<file path="src/rtl/hazard_ctrl.sv">
// hazard_ctrl: operand forwarding, load-use stall and branch-redirect flush control
module hazard_ctrl #(
  parameter int CNT_W = 16
) (
  input  logic             i_hazard_clk,
  input  logic             i_hazard_reset,
  input  logic [31:0]      i_hazard_id_inst,
  input  logic [31:0]      i_hazard_ex_inst,
  input  logic             i_hazard_ex_rd_wren,
  input  logic [31:0]      i_hazard_mem_inst,
  input  logic             i_hazard_mem_rd_wren,
  input  logic [31:0]      i_hazard_wb_inst,
  input  logic             i_hazard_wb_rd_wren,
  input  logic             i_hazard_br_taken,
  output logic [1:0]       o_hazard_fwd_operand_a,
  output logic [1:0]       o_hazard_fwd_operand_b,
  output logic             o_hazard_stall,
  output logic             o_hazard_flush_if_id,
  output logic             o_hazard_flush_id_ex,
  output logic             o_hazard_flush_ex_mem,
  output logic [CNT_W-1:0] o_hazard_stall_cnt,
  output logic [CNT_W-1:0] o_hazard_flush_cnt
);
  typedef enum logic [1:0] {RUN, STALL, FLUSH} state_t;
  state_t state, next;
  logic run, br, lu, lu_ok;
  logic [4:0] id_rs1, id_rs2, ex_rd, ex_rs1, ex_rs2, mem_rd, wb_rd;
  logic unused_bits;
  assign unused_bits = ^{i_hazard_id_inst, i_hazard_ex_inst, i_hazard_mem_inst, i_hazard_wb_inst};
  assign run    = i_hazard_reset;
  assign br     = i_hazard_br_taken;
  assign id_rs1 = i_hazard_id_inst[19:15];
  assign id_rs2 = i_hazard_id_inst[24:20];
  assign ex_rd  = i_hazard_ex_inst[11:7];
  assign ex_rs1 = i_hazard_ex_inst[19:15];
  assign ex_rs2 = i_hazard_ex_inst[24:20];
  assign mem_rd = i_hazard_mem_inst[11:7];
  assign wb_rd  = i_hazard_wb_inst[11:7];
  // x0 is excluded by requiring a nonzero producer rd
  always_comb begin
    o_hazard_fwd_operand_a = !run ? 2'b00 :
      (i_hazard_mem_rd_wren && mem_rd != 5'd0 && mem_rd == ex_rs1) ? 2'b01 :
      (i_hazard_wb_rd_wren && wb_rd != 5'd0 && wb_rd == ex_rs1) ? 2'b10 : 2'b00;
    o_hazard_fwd_operand_b = !run ? 2'b00 :
      (i_hazard_mem_rd_wren && mem_rd != 5'd0 && mem_rd == ex_rs2) ? 2'b01 :
      (i_hazard_wb_rd_wren && wb_rd != 5'd0 && wb_rd == ex_rs2) ? 2'b10 : 2'b00;
  end
  assign lu = i_hazard_ex_inst[6:0] == 7'b0000011 && i_hazard_ex_rd_wren &&
              ex_rd != 5'd0 && (ex_rd == id_rs1 || ex_rd == id_rs2);
  always_ff @(posedge i_hazard_clk)
    state <= !run ? RUN : next;
  always_comb
    next = br ? FLUSH : (state == RUN && lu) ? STALL : RUN;
  // a load-use event is only honoured from RUN, bounding every stall to one cycle
  always_comb begin
    lu_ok                 = lu && state == RUN;
    o_hazard_stall        = run && !br && lu_ok;
    o_hazard_flush_if_id  = run && br;
    o_hazard_flush_ex_mem = run && br;
    o_hazard_flush_id_ex  = run && (br || lu_ok);
  end
  always_ff @(posedge i_hazard_clk)
    if (!run) begin
      o_hazard_stall_cnt <= '0;
      o_hazard_flush_cnt <= '0;
    end else begin
      o_hazard_stall_cnt <= o_hazard_stall_cnt + CNT_W'(o_hazard_stall && !(&o_hazard_stall_cnt));
      o_hazard_flush_cnt <= o_hazard_flush_cnt + CNT_W'(br && !(&o_hazard_flush_cnt));
    end
endmodule

</file>
<file path="config.mk">
export PLATFORM = sky130hd
export DESIGN_NAME = hazard_ctrl
export DESIGN_NICKNAME = d
export VERILOG_FILES = /design/src/rtl/hazard_ctrl.sv
export SDC_FILE = /design/constraint.sdc
export NUM_CORES = 1
export LEC_CHECK = 0
export ABC_AREA = 1
export BUFFER_PORTS_ARGS = -buffer_cell sky130_fd_sc_hd__buf_2
export CORE_UTILIZATION = 43
export CTS_CLUSTER_SIZE = 40
export DETAILED_ROUTE_END_ITERATION = 16
export PLACE_DENSITY_LB_ADDON = 0.2
export REMOVE_ABC_BUFFERS = 1
export SLEW_MARGIN = 5
export SYNTH_ARGS = -nofsm -noshare
export SYNTH_HDL_FRONTEND = slang
export SYNTH_SLANG_ARGS = --single-unit
</file>
<file path="constraint.sdc">
create_clock -name i_hazard_clk -period 3.37 [get_ports i_hazard_clk]
set_input_delay 0.674 -clock i_hazard_clk [delete_from_list [all_inputs] [get_ports i_hazard_clk]]
set_output_delay 0.674 -clock i_hazard_clk [all_outputs]
set_load 0.005 [all_outputs]
</file>
==> impl_metrics.py <==
metrics = {
    "synthesis": {
        "synthTopCellsByArea": "dfxtp_1, nand2_1, inv_1",
        "yosysWarnings": 0,
        "ys_ff_latch": 34,
        "syn_inst": 336,
        "synth_simple_gate_area_share_pct": 36.46,
        "synth_cell_type_count": 29,
        "synthXorXnorAreaFrac_pct": 8.815,
        "synth-compound-area-share_pct": 9.903,
        "synth_top_family_by_area": "simple AND/OR/NAND/NOR gates",
        "synth_top_area_share_pct": 31.14,
        "syn_avg_cell_area_sq_um": 6.505,
        "ys_seq_area_share_pct": 31.14,
        "synth_top_area_cell": "dfxtp_1",
        "synth_area_sq_um": 2186,
        "synth.mux.area_fraction_pct": 0,
        "synth_fa_ha_area_share_pct": 2.290,
    },
    "placed_design": {
        "dp_slack_ps": 674.3,
        "portBuffers": 87,
        "gp_congestion": 0.8230,
        "dp_hpwl_microns": 3837,
        "place_area_sq_um": 2686,
    },
    "worst_setup_path": {
        "required_ps": 3550,
        "r2r_cells": 14,
        "cp-start-kind": "input port",
        "critical_path_arrival_ps": 2570,
        "crit_path_end_kind": "flip-flop",
        "critical_path.max_fanout": 4,
        "crit_type": "input port to flip-flop",
    },
    "sta": {
        "final.period_utilization_pct": 70.81,
        "tightest_slew_ps": 414.1,
        "worst_hold_slack_ps": 486.1,
        "timing.final.ws_setup_ps": 983.8,
        "drv_slew": 0,
        "final_hold_viol_count": 0,
        "finalSetupViolCount": 0,
        "slew_headroom_pct": 72.36,
        "layout_min_cycle_time_ps": 2386,
        "fin_setup_tns_ps": 0,
        "max_freq_mhz": 419.1,
        "rsz0062_at_grt": "no",
        "fin_skew_ps": 10.04,
    },
    "global_route": {
        "grt_pass1_vias": 1872,
        "antenna_found_initial": 0,
        "grt_overflow": 0,
        "grt_pass1_wl_microns": 7672,
        "grt_max_degree": 28,
        "grt.total_usage_pct": 18.05,
    },
    "layout": {
        "diodes": 0,
        "syn_to_final_growth_pct": 27.76,
        "fin_nets": 564,
        "drive_gt1_share_pct": 27.17,
        "postLayoutCellArea_sq_um": 2793,
    },
    "clocking": {
        "cts_tree": "done",
        "cts_resized": 0,
        "cts_hold_buf": 0,
        "cts_max_path_buffers": 2,
        "cts_root_buf": "clkbuf_8",
        "h-tree-depth": 2,
        "path_clk_slew_ps": 70,
        "cts.sinks": 34,
        "cts_buffers": 5,
        "postCtsSetupRepairBufs": 0,
        "worstSkewPairLatency_ps": 280,
    },
    "pwr": {
        "swShare_pct": 23.07,
        "netSwitchingPower_uw": 203.9,
        "power_density_nw_per_um2": 316.4,
        "pwr-share-clk_pct": 41.2,
        "ir_drop_v": 0.0002262,
        "leakagePower_uw": 0.001454,
        "internal-power_uw": 679.9,
        "p_comb_share_pct": 12.7,
        "p_seq_share_pct": 46.1,
    },
    "drt": {
        "ant_nets": 0,
        "drc": 0,
        "dr.pass1.iters": 4,
        "via_count": 2275,
        "viasPerCell": 4.605,
        "post_drt_wl_per_cell_microns": 9.775,
        "wl_microns": 4829,
        "drtIter0Drc": 76,
    },
    "worst_hold_path": {
        "hp-class": "flip-flop to flip-flop",
        "whs_path_depth": 2,
    },
    "floorplan": {
        "die_x_microns": 73.30,
        "core_sq_um": 4817,
        "initial_utilization_pct": 45.38,
        "rows": 25,
        "die_area_sq_um": 5372,
        "fp.dieH_microns": 73.30,
        "io_pins": 174,
    },
    "run_status": {
        "status": "finished, final reports clean",
    },
    "run": {
        "drv_cap": 0,
    },
}
==> metal layers <==
layer  vias up  global-route usage [%]  share of wire [%]
li1       1227                       -                  -
met3         5                   4.527                7.6
met1       963                   23.06                 49
met4         0                   4.487               0.95
met5         -                       0                  0
met2        80                   30.45                 42
==> power by group through the flow <==
stage               clock network (uW)  registers, uW  logic (uW)
finish                             364            408         112
global route                       391            408         128
CTS                                374            408         113
detailed placement                   0            417         113
global placement                     0            417         111
floorplan                            0            417        56.3
==> synthesized netlist by cell type <==
library cell / n
xnor2_1: 11
xor2_1: 11
nor3b_1: 1
nand2_1: 67
o21a_1: 1
nor2_2: 4
buf_4: 2
nand4_1: 8
o21ai_1: 4
clkbuf_1: 2
a21oi_1: 19
nor2_4: 3
clkinv_2: 1
nand4_2: 1
nand3_1: 13
o21ai_0: 16
ha_1: 4
nor3_1: 8
inv_2: 1
dfxtp_1: 34
buf_1: 1
nor3_2: 1
nor2_1: 51
nand2_2: 4
o31ai_1: 1
inv_1: 57
nand3b_1: 2
nand3_2: 7
a31oi_1: 1
==> final timing paths <==
| path | start | end | slack, ps |
|---|---|---|---|
| worst max-delay path | i_hazard_ex_inst[2] | o_hazard_stall_cnt[10] | 980 |
| worst min-delay path | o_hazard_flush_cnt[8] | o_hazard_flush_cnt[8] | 490 |
| worst max register to register | state[1] | o_hazard_stall_cnt[10] | 1170 |
| worst min register to register | o_hazard_flush_cnt[8] | o_hazard_flush_cnt[8] | 490 |
==> cells by family (layout without fill, tap and decap cells) <==
logic type	count (synthesis)	count (layout)
adder cells (fa/ha/maj)	4	4
AO/OA/AOI/OAI	42	42
XOR/XNOR	22	22
flip-flops	34	34
buffers and inverters	64	155
AND/OR/NAND/NOR	170	170
==> layout by cell type, fill, tap and decap left out <==
master     instances
nor2_2             4
o21ai_1            4
a21oi_1           19
clkbuf_1           2
nand2_1           67
clkinv_2           1
xnor2_1           11
a31oi_1            1
nand4_1            8
ha_1               4
inv_2              1
inv_1             57
nor3_2             1
nand3_1           13
nand3_2            7
nand3b_1           2
o21a_1             1
dfxtp_1           34
nand2_2            4
buf_4              1
bufinv_16          1
o21ai_0           16
nor2_4             3
nor3_1             8
nand4_2            1
clkbuf_8           5
buf_2             87
xor2_1            11
o31ai_1            1
nor2_1            51
nor3b_1            1
==> final cells by class <==
cell class              instances  area [sq um]
fillers                       496          2024
inverters                      59         222.7
well taps                      67         83.83
repair buffers                 88         442.9
clock inverters                 1         30.03
flip-flops and latches         34         680.7
multi-input cells             238          1256
clock buffers                   7         76.32
==> flip-flops by register name, indices dropped and copies added (netlist names) <==
signal and count:
o_hazard_flush_cnt 16, o_hazard_stall_cnt 16, state 2
==> worst max-delay path, cell delays in order <==
cell and delay (ps):
buf_2 90, nor2_1 90, nand2_1 50, nand3b_1 140, nor2_1 130, nand3_1 150
nor2_1 120, ha_1 210, ha_1 180, nand2_1 90, nor2_2 170, nand3_2 140
clkinv_2 90, nand2_1 60, o21ai_1 120, a21oi_1 50
==> stage by stage <==
step,power [uW],cells,util [%]
2_1_floorplan,472.9,331,-
3_3_place_gp,527.6,486,55.77
3_5_place_dp,529.5,486,55.77
4_1_cts,894.7,494,57.97
5_1_grt,926.9,494,57.97
6_report,883.7,494,57.97
No activity file was read; power rests on OpenSTA's default activity.
